<file path="src/rtl/uart_word_tx_pkg.sv">
// Shared definitions for the 32-bit word UART transmitter: FSM encoding and default bit timing.
package uart_word_tx_pkg;

   localparam int CLKS_PER_BIT_DEF = 434;
   localparam logic [1:0] LAST_SEL = 2'd3;

   typedef enum logic [2:0] {
      IDLE    = 3'd0,
      LOAD    = 3'd1,
      START_B = 3'd2,
      DATA    = 3'd3,
      STOP_B  = 3'd4
   } state_t;

endpackage

</file>
<file path="src/rtl/uart_word_tx_if.sv">
// Bundle between the word transmitter, its requester and the external 4:1 byte selector.
interface uart_word_tx_if;
   import uart_word_tx_pkg::*;

   // START is a level request, accepted only on a cycle where BUSY is low; while BUSY
   // is high it is ignored, never queued. Byte_In must reflect SEL during LOAD.
   logic       START;
   logic [7:0] Byte_In;
   logic [1:0] SEL;
   logic       TX;
   logic       BUSY;
   logic       DONE;
   state_t     state;

   modport master (
      output START,
      input  SEL, TX, BUSY, DONE, state
   );

   modport slave (
      input  START, Byte_In,
      output SEL, TX, BUSY, DONE, state
   );

endinterface

</file>
<file path="src/rtl/uart_word_tx_baud_tick.sv">
// Bit-period timer: one-cycle tick every CLKS_PER_BIT cycles, restartable by a synchronous clear.
module baud_tick #(
   parameter int CLKS_PER_BIT = 434
) (
   input  logic clk,
   input  logic rst_n,
   input  logic clr,
   output logic tick
);

   localparam int W = (CLKS_PER_BIT > 1) ? $clog2(CLKS_PER_BIT) : 1;
   localparam logic [W-1:0] LAST = W'(CLKS_PER_BIT - 1);

   logic [W-1:0] cnt;

   always_ff @(posedge clk or negedge rst_n) begin
      if (!rst_n) begin
         cnt <= '0;
      end else if (clr || cnt == LAST) begin
         cnt <= '0;
      end else begin
         cnt <= cnt + W'(1);
      end
   end

   assign tick = (cnt == LAST) && !clr;

endmodule

</file>
<file path="src/rtl/uart_word_tx.sv">
// Sends a 32-bit word as four 8N1 UART frames, byte 0 first, fetching each byte via SEL.
module uart_word_tx
   import uart_word_tx_pkg::*;
#(
   parameter int CLKS_PER_BIT = CLKS_PER_BIT_DEF
) (
   input  logic           CLK,
   input  logic           RST_N,
   uart_word_tx_if.slave  bus
);

   state_t     state;
   state_t     next_state;
   logic       tick;
   logic [7:0] sr;
   logic [7:0] sr_next;
   logic [2:0] bit_cnt;
   logic [2:0] bit_cnt_next;
   logic [1:0] sel_q;
   logic [1:0] sel_next;
   logic       tx_q;
   logic       tx_next;
   logic       done_q;
   logic       done_next;

   // Timer restarts in LOAD so every frame's start bit begins on a clean bit boundary.
   baud_tick #(.CLKS_PER_BIT(CLKS_PER_BIT)) u_baud (
      .clk   (CLK),
      .rst_n (RST_N),
      .clr   ((state == IDLE) || (state == LOAD)),
      .tick  (tick)
   );

   always_ff @(posedge CLK or negedge RST_N) begin
      if (!RST_N) begin
         state <= IDLE;
      end else begin
         state <= next_state;
      end
   end

   always_comb begin
      next_state = state;
      case (state)
         IDLE:    if (bus.START) next_state = LOAD;
         LOAD:    next_state = START_B;
         START_B: if (tick) next_state = DATA;
         DATA:    if (tick && bit_cnt == 3'd7) next_state = STOP_B;
         STOP_B:  if (tick) next_state = (sel_q == LAST_SEL) ? IDLE : LOAD;
         default: next_state = IDLE;
      endcase
   end

   // TX is computed from the upcoming state so the registered line changes with the state.
   always_comb begin
      sr_next      = sr;
      bit_cnt_next = bit_cnt;
      sel_next     = sel_q;
      done_next    = 1'b0;
      tx_next      = 1'b1;
      case (state)
         LOAD: begin
            sr_next      = bus.Byte_In;
            bit_cnt_next = '0;
         end
         DATA: begin
            if (tick) begin
               sr_next      = {1'b0, sr[7:1]};
               bit_cnt_next = bit_cnt + 3'd1;
            end
         end
         STOP_B: begin
            if (tick) begin
               sel_next  = sel_q + 2'd1;
               done_next = (sel_q == LAST_SEL);
            end
         end
         default: ;
      endcase
      case (next_state)
         START_B: tx_next = 1'b0;
         DATA:    tx_next = sr_next[0];
         default: tx_next = 1'b1;
      endcase
   end

   always_ff @(posedge CLK or negedge RST_N) begin
      if (!RST_N) begin
         sr      <= '0;
         bit_cnt <= '0;
         sel_q   <= '0;
         tx_q    <= 1'b1;
         done_q  <= 1'b0;
      end else begin
         sr      <= sr_next;
         bit_cnt <= bit_cnt_next;
         sel_q   <= sel_next;
         tx_q    <= tx_next;
         done_q  <= done_next;
      end
   end

   assign bus.SEL   = sel_q;
   assign bus.TX    = tx_q;
   assign bus.BUSY  = (state != IDLE);
   assign bus.DONE  = done_q;
   assign bus.state = state;

endmodule

</file>
<file path="src/flat_wrapper.sv">
// flat-port wrapper written by rule: the top's interface ports become plain ports
module uart_word_tx_flat import uart_word_tx_pkg::*;
#(
   parameter int CLKS_PER_BIT = CLKS_PER_BIT_DEF
)
  (CLK, RST_N, bus_START, bus_Byte_In, bus_SEL, bus_TX, bus_BUSY, bus_DONE, bus_state);
  uart_word_tx_if bus_i ();
  input  logic CLK;
  input  logic RST_N;
  input wire logic [$bits(bus_i.START)-1:0] bus_START;
  input wire logic [$bits(bus_i.Byte_In)-1:0] bus_Byte_In;
  output wire logic [$bits(bus_i.SEL)-1:0] bus_SEL;
  output wire logic [$bits(bus_i.TX)-1:0] bus_TX;
  output wire logic [$bits(bus_i.BUSY)-1:0] bus_BUSY;
  output wire logic [$bits(bus_i.DONE)-1:0] bus_DONE;
  output wire logic [$bits(bus_i.state)-1:0] bus_state;
  assign bus_i.START = bus_START;
  assign bus_i.Byte_In = bus_Byte_In;
  assign bus_SEL = bus_i.SEL;
  assign bus_TX = bus_i.TX;
  assign bus_BUSY = bus_i.BUSY;
  assign bus_DONE = bus_i.DONE;
  assign bus_state = bus_i.state;
  uart_word_tx #(.CLKS_PER_BIT(CLKS_PER_BIT)) u_core (.CLK(CLK), .RST_N(RST_N), .bus(bus_i));
endmodule
</file>
<file path="config.mk">
export PLATFORM = sky130hd
export DESIGN_NAME = uart_word_tx_flat
export DESIGN_NICKNAME = d
export VERILOG_FILES = /design/src/rtl/uart_word_tx_pkg.sv /design/src/rtl/uart_word_tx_if.sv /design/src/rtl/uart_word_tx_baud_tick.sv /design/src/rtl/uart_word_tx.sv /design/src/flat_wrapper.sv
export SDC_FILE = /design/constraint.sdc
export NUM_CORES = 1
export LEC_CHECK = 0
export CAP_MARGIN = 40
export CORE_MARGIN = 8
export CORE_UTILIZATION = 53
export CTS_BUF_LIST = sky130_fd_sc_hd__clkbuf_4 sky130_fd_sc_hd__clkbuf_8 sky130_fd_sc_hd__clkbuf_16
export CTS_CLUSTER_DIAMETER = 80
export DETAILED_ROUTE_END_ITERATION = 8
export GPL_TIMING_DRIVEN = 0
export MAX_ROUTING_LAYER = met4
export PLACE_DENSITY_LB_ADDON = 0.05
export SETUP_SLACK_MARGIN = 0.4
export SYNTH_ARGS = -nofsm -noshare
export SYNTH_HDL_FRONTEND = slang
export SYNTH_HIERARCHICAL = 1
export SYNTH_SLANG_ARGS = --single-unit
</file>
<file path="constraint.sdc">
create_clock -name CLK -period 3.3 [get_ports CLK]
set_input_delay 0.66 -clock CLK [delete_from_list [all_inputs] [get_ports CLK]]
set_output_delay 0.66 -clock CLK [all_outputs]
set_load 0.03 [all_outputs]
</file>
==> impl_metrics.py <==
metrics = {
    "run_status": {
        "outcome": "completed",
    },
    "setup_path": {
        "rr_worst_depth": 6,
        "crit_path_start_kind": "register",
        "r2r_end": "u_core/bus.TX$_DFF_PN1_",
        "cp_max_fo": 10,
        "r2r_slack_ns": 0.83,
        "critPathArrivalTime_ns": 1.88,
        "required_ns": 2.64,
        "critPathCaptureType": "output port",
        "worstSetupPathType": "register to output port",
        "r2r_start": "u_core/u_baud/cnt[2]$_DFF_PN0_",
    },
    "cts": {
        "cts.sinks": 27,
        "cts_buffers": 3,
        "post_cts_buffers": 0,
        "tritoncts": "yes",
        "cts-root-buf": "clkbuf_4",
        "ctsHoldBuffers": 0,
        "clk_latency_ns": 0.32,
        "cts_htree_levels": 1,
        "cts.clk_slew.worst_paths_ns": 0.14,
        "cts-resized-gates": 0,
        "ctsLongestPathBuffers": 2,
    },
    "yosys": {
        "syn_area_sq_um": 1400,
        "synthArstFlopShare": 1.00,
        "syn-num-nets": 136,
        "syn_area_per_cell_sq_um": 11.6,
        "synth_edf_count": 0,
        "synthCells": 120,
        "ys_seq_area_frac": 0.485,
        "ys.flop_type": "dfrtp_1",
        "synth_cell_types": 46,
        "ys_ff_latch": 27,
        "synth_warnings": 6,
    },
    "timing": {
        "period_minus_slack_ns": 2.54,
        "setup_tns_ns": 0,
        "fin_crit_sh": 0.771,
        "worst_pin_slew_ns": 0.824,
        "rsz0062_at_grt": "false",
        "skew_ns": 0.00410,
        "setup_violations": 0,
        "holdWs_ns": 0.501,
        "maxSlewHeadroom": 0.449,
        "layout_setup_ws_ns": 0.756,
        "slew_viol_final": 0,
        "hold_viol": 0,
        "max_freq_mhz": 393,
    },
    "global_route": {
        "antenna_found_initial": 0,
        "grt.total_usage": 0.135,
        "grt_pass1_vias": 1050,
        "grt_max_degree": 19,
        "grt_pass1_wl_mm": 4.60,
        "grt-ovfl-total": 0,
    },
    "power_and_ir_drop": {
        "p_leak_nw": 0.737,
        "total_power_mw": 0.502,
        "p_per_area_nw_per_um2": 303,
        "ir_worst_vdd_mv": 0.291,
    },
    "die": {
        "initial_utilization": 0.563,
        "design.core.area_sq_um": 2480,
        "rows": 18,
        "die_w_um": 67.3,
        "die_h_um": 67.3,
        "die_area_sq_um": 4530,
        "io-pin-count": 19,
    },
    "finish": {
        "drive_gt1_frac": 0.160,
        "n_antenna_cell": 0,
        "area_growth_pct": 18.7,
        "fin_nets": 161,
        "final_cell_area_sq_um": 1660,
    },
    "drt": {
        "drt-pass1-iter-count": 4,
        "ant_nets": 0,
        "vias_per_cell": 5.91,
        "wl_mm": 2.69,
        "vias": 1028,
        "first_iter_violations": 32,
        "drc": 0,
        "routedWlPerCell_um": 15.5,
    },
    "placement": {
        "pre_cts_ws_ns": 0.853,
        "place_area_sq_um": 1630,
        "gp_congestion": 0.795,
        "port_buffers": 18,
        "place_hpwl_mm": 2.03,
    },
    "worst_hold_path": {
        "min_to": "u_core/sr[6]$_DFFE_PN0P_",
        "hold_start": "u_core/sr[6]$_DFFE_PN0P_",
        "min_path_cells": 1,
        "holdCritPathClass": "register to register",
    },
    "job": {
        "cap_viol_max_count": 0,
    },
}
[layout by cell type, fill, tap and decap left out, drive strengths merged, types with 2 or more instances in the layout]
cell           netlist  routed
nand2                7       7
inv                  4       4
xnor2                2       2
xor2                 2       2
o21ai                4       4
dfrtp               26      26
nand3                4       4
nor3b                2       2
clkdlybuf4s50        0      18
a21o                 6       6
mux2                 2       2
a31oi                3       3
clkbuf               0       3
nand2b               2       2
a21oi                2       2
and4b                2       2
or3                  4       4
ha                   5       5
nand4                2       2
a22o                 9       9
nor2                10      10
buf                  4       6
[stage by stage]
step           utilization  std cells
5_1_grt              0.669        174
6_report             0.669        174
2_1_floorplan            -        120
4_1_cts              0.669        174
3_3_place_gp         0.651        168
3_5_place_dp         0.658        170
[sequential cells by signal (all words and copies together) (netlist names)]
signal	count
u_core/u_baud/cnt	9
u_core/sr	8
u_core/bit_cnt	3
u_core/bus.state	3
u_core/bus.SEL	2
u_core/bus.DONE	1
u_core/bus.TX	1
[worst max-delay path by stage]
stage	depth (start not counted)	from	end
floorplan	6	u_core/bus.state[2]$_DFF_PN0_	u_core/bit_cnt[0]$_DFFE_PN0P_
global placement	5	u_core/u_baud/cnt[2]$_DFF_PN0_	u_core/bit_cnt[0]$_DFFE_PN0P_
detailed placement	6	u_core/u_baud/cnt[2]$_DFF_PN0_	u_core/bit_cnt[0]$_DFFE_PN0P_
finish	3	u_core/bus.state[2]$_DFF_PN0_	bus_BUSY
CTS	3	u_core/bus.state[2]$_DFF_PN0_	bus_BUSY
global route	8	u_core/u_baud/cnt[1]$_DFF_PN0_	u_core/bus.TX$_DFF_PN1_
[synth_stat cells, types with 2 or more instances]
cell type  number  area share
a22o_1          8       0.050
or3_1           3       0.013
a31oi_1         3       0.013
o21ai_0         4       0.014
xnor2_1         2       0.013
nand2b_1        2      0.0090
dfrtp_1        26        0.47
ha_1            5       0.045
a21oi_1         2      0.0072
nand3_1         4       0.014
buf_6           3       0.024
a21o_1          6       0.032
nor2_1          9       0.024
inv_1           4       0.011
nand2_1         7       0.019
xor2_1          2       0.013
[routing by layer]
| layer | GRT usage | share of wire | wire length, um | vias to the layer above |
|---|---|---|---|---|
| li1 | - | - | - | 498 |
| met1 | 0.161 | 0.46 | 1240 | 503 |
| met2 | 0.216 | 0.48 | 1280 | 25 |
| met3 | 0.0281 | 0.054 | 146 | 2 |
| met4 | 0.0574 | 0.0078 | 21 | 0 |
| met5 | - | 0 | 0 | - |
[cells by family after synthesis]
family / synth area share
AOI/OAI and AO/OA: 0.198
xor gates and xnor gates: 0.0251
adders and majority gates: 0.0448
buffers and inverters: 0.0386
DFF: 0.485
muxes: 0.0188
and+or+nand+nor: 0.189
[power breakdown]
group / switching, mW / total, mW / internal (mW)
Combinational: 0.00923 / 0.0238 / 0.0145
Clock: 0.0950 / 0.140 / 0.0454
Sequential: 0.00235 / 0.338 / 0.335
Total: 0.107 / 0.502 / 0.395
[final cells by class]
type	instances	area, sq um
Timing Repair Buffer	20	196
Sequential cell	27	677
Inverter	4	15.0
Tap cell	30	37.5
Buffer	4	38.8
Fill cell	203	821
Clock buffer	3	22.5
Multi-Input combinational cell	85	664
Clock inverter	1	5.00
[worst max-delay path, stage by stage (launching register included)]
cell and delay (ns):
dfrtp_1 0.45, buf_2 0.19, or3_1 0.32, clkdlybuf4s50_1 0.60
Power figures use the tool's default switching activity.
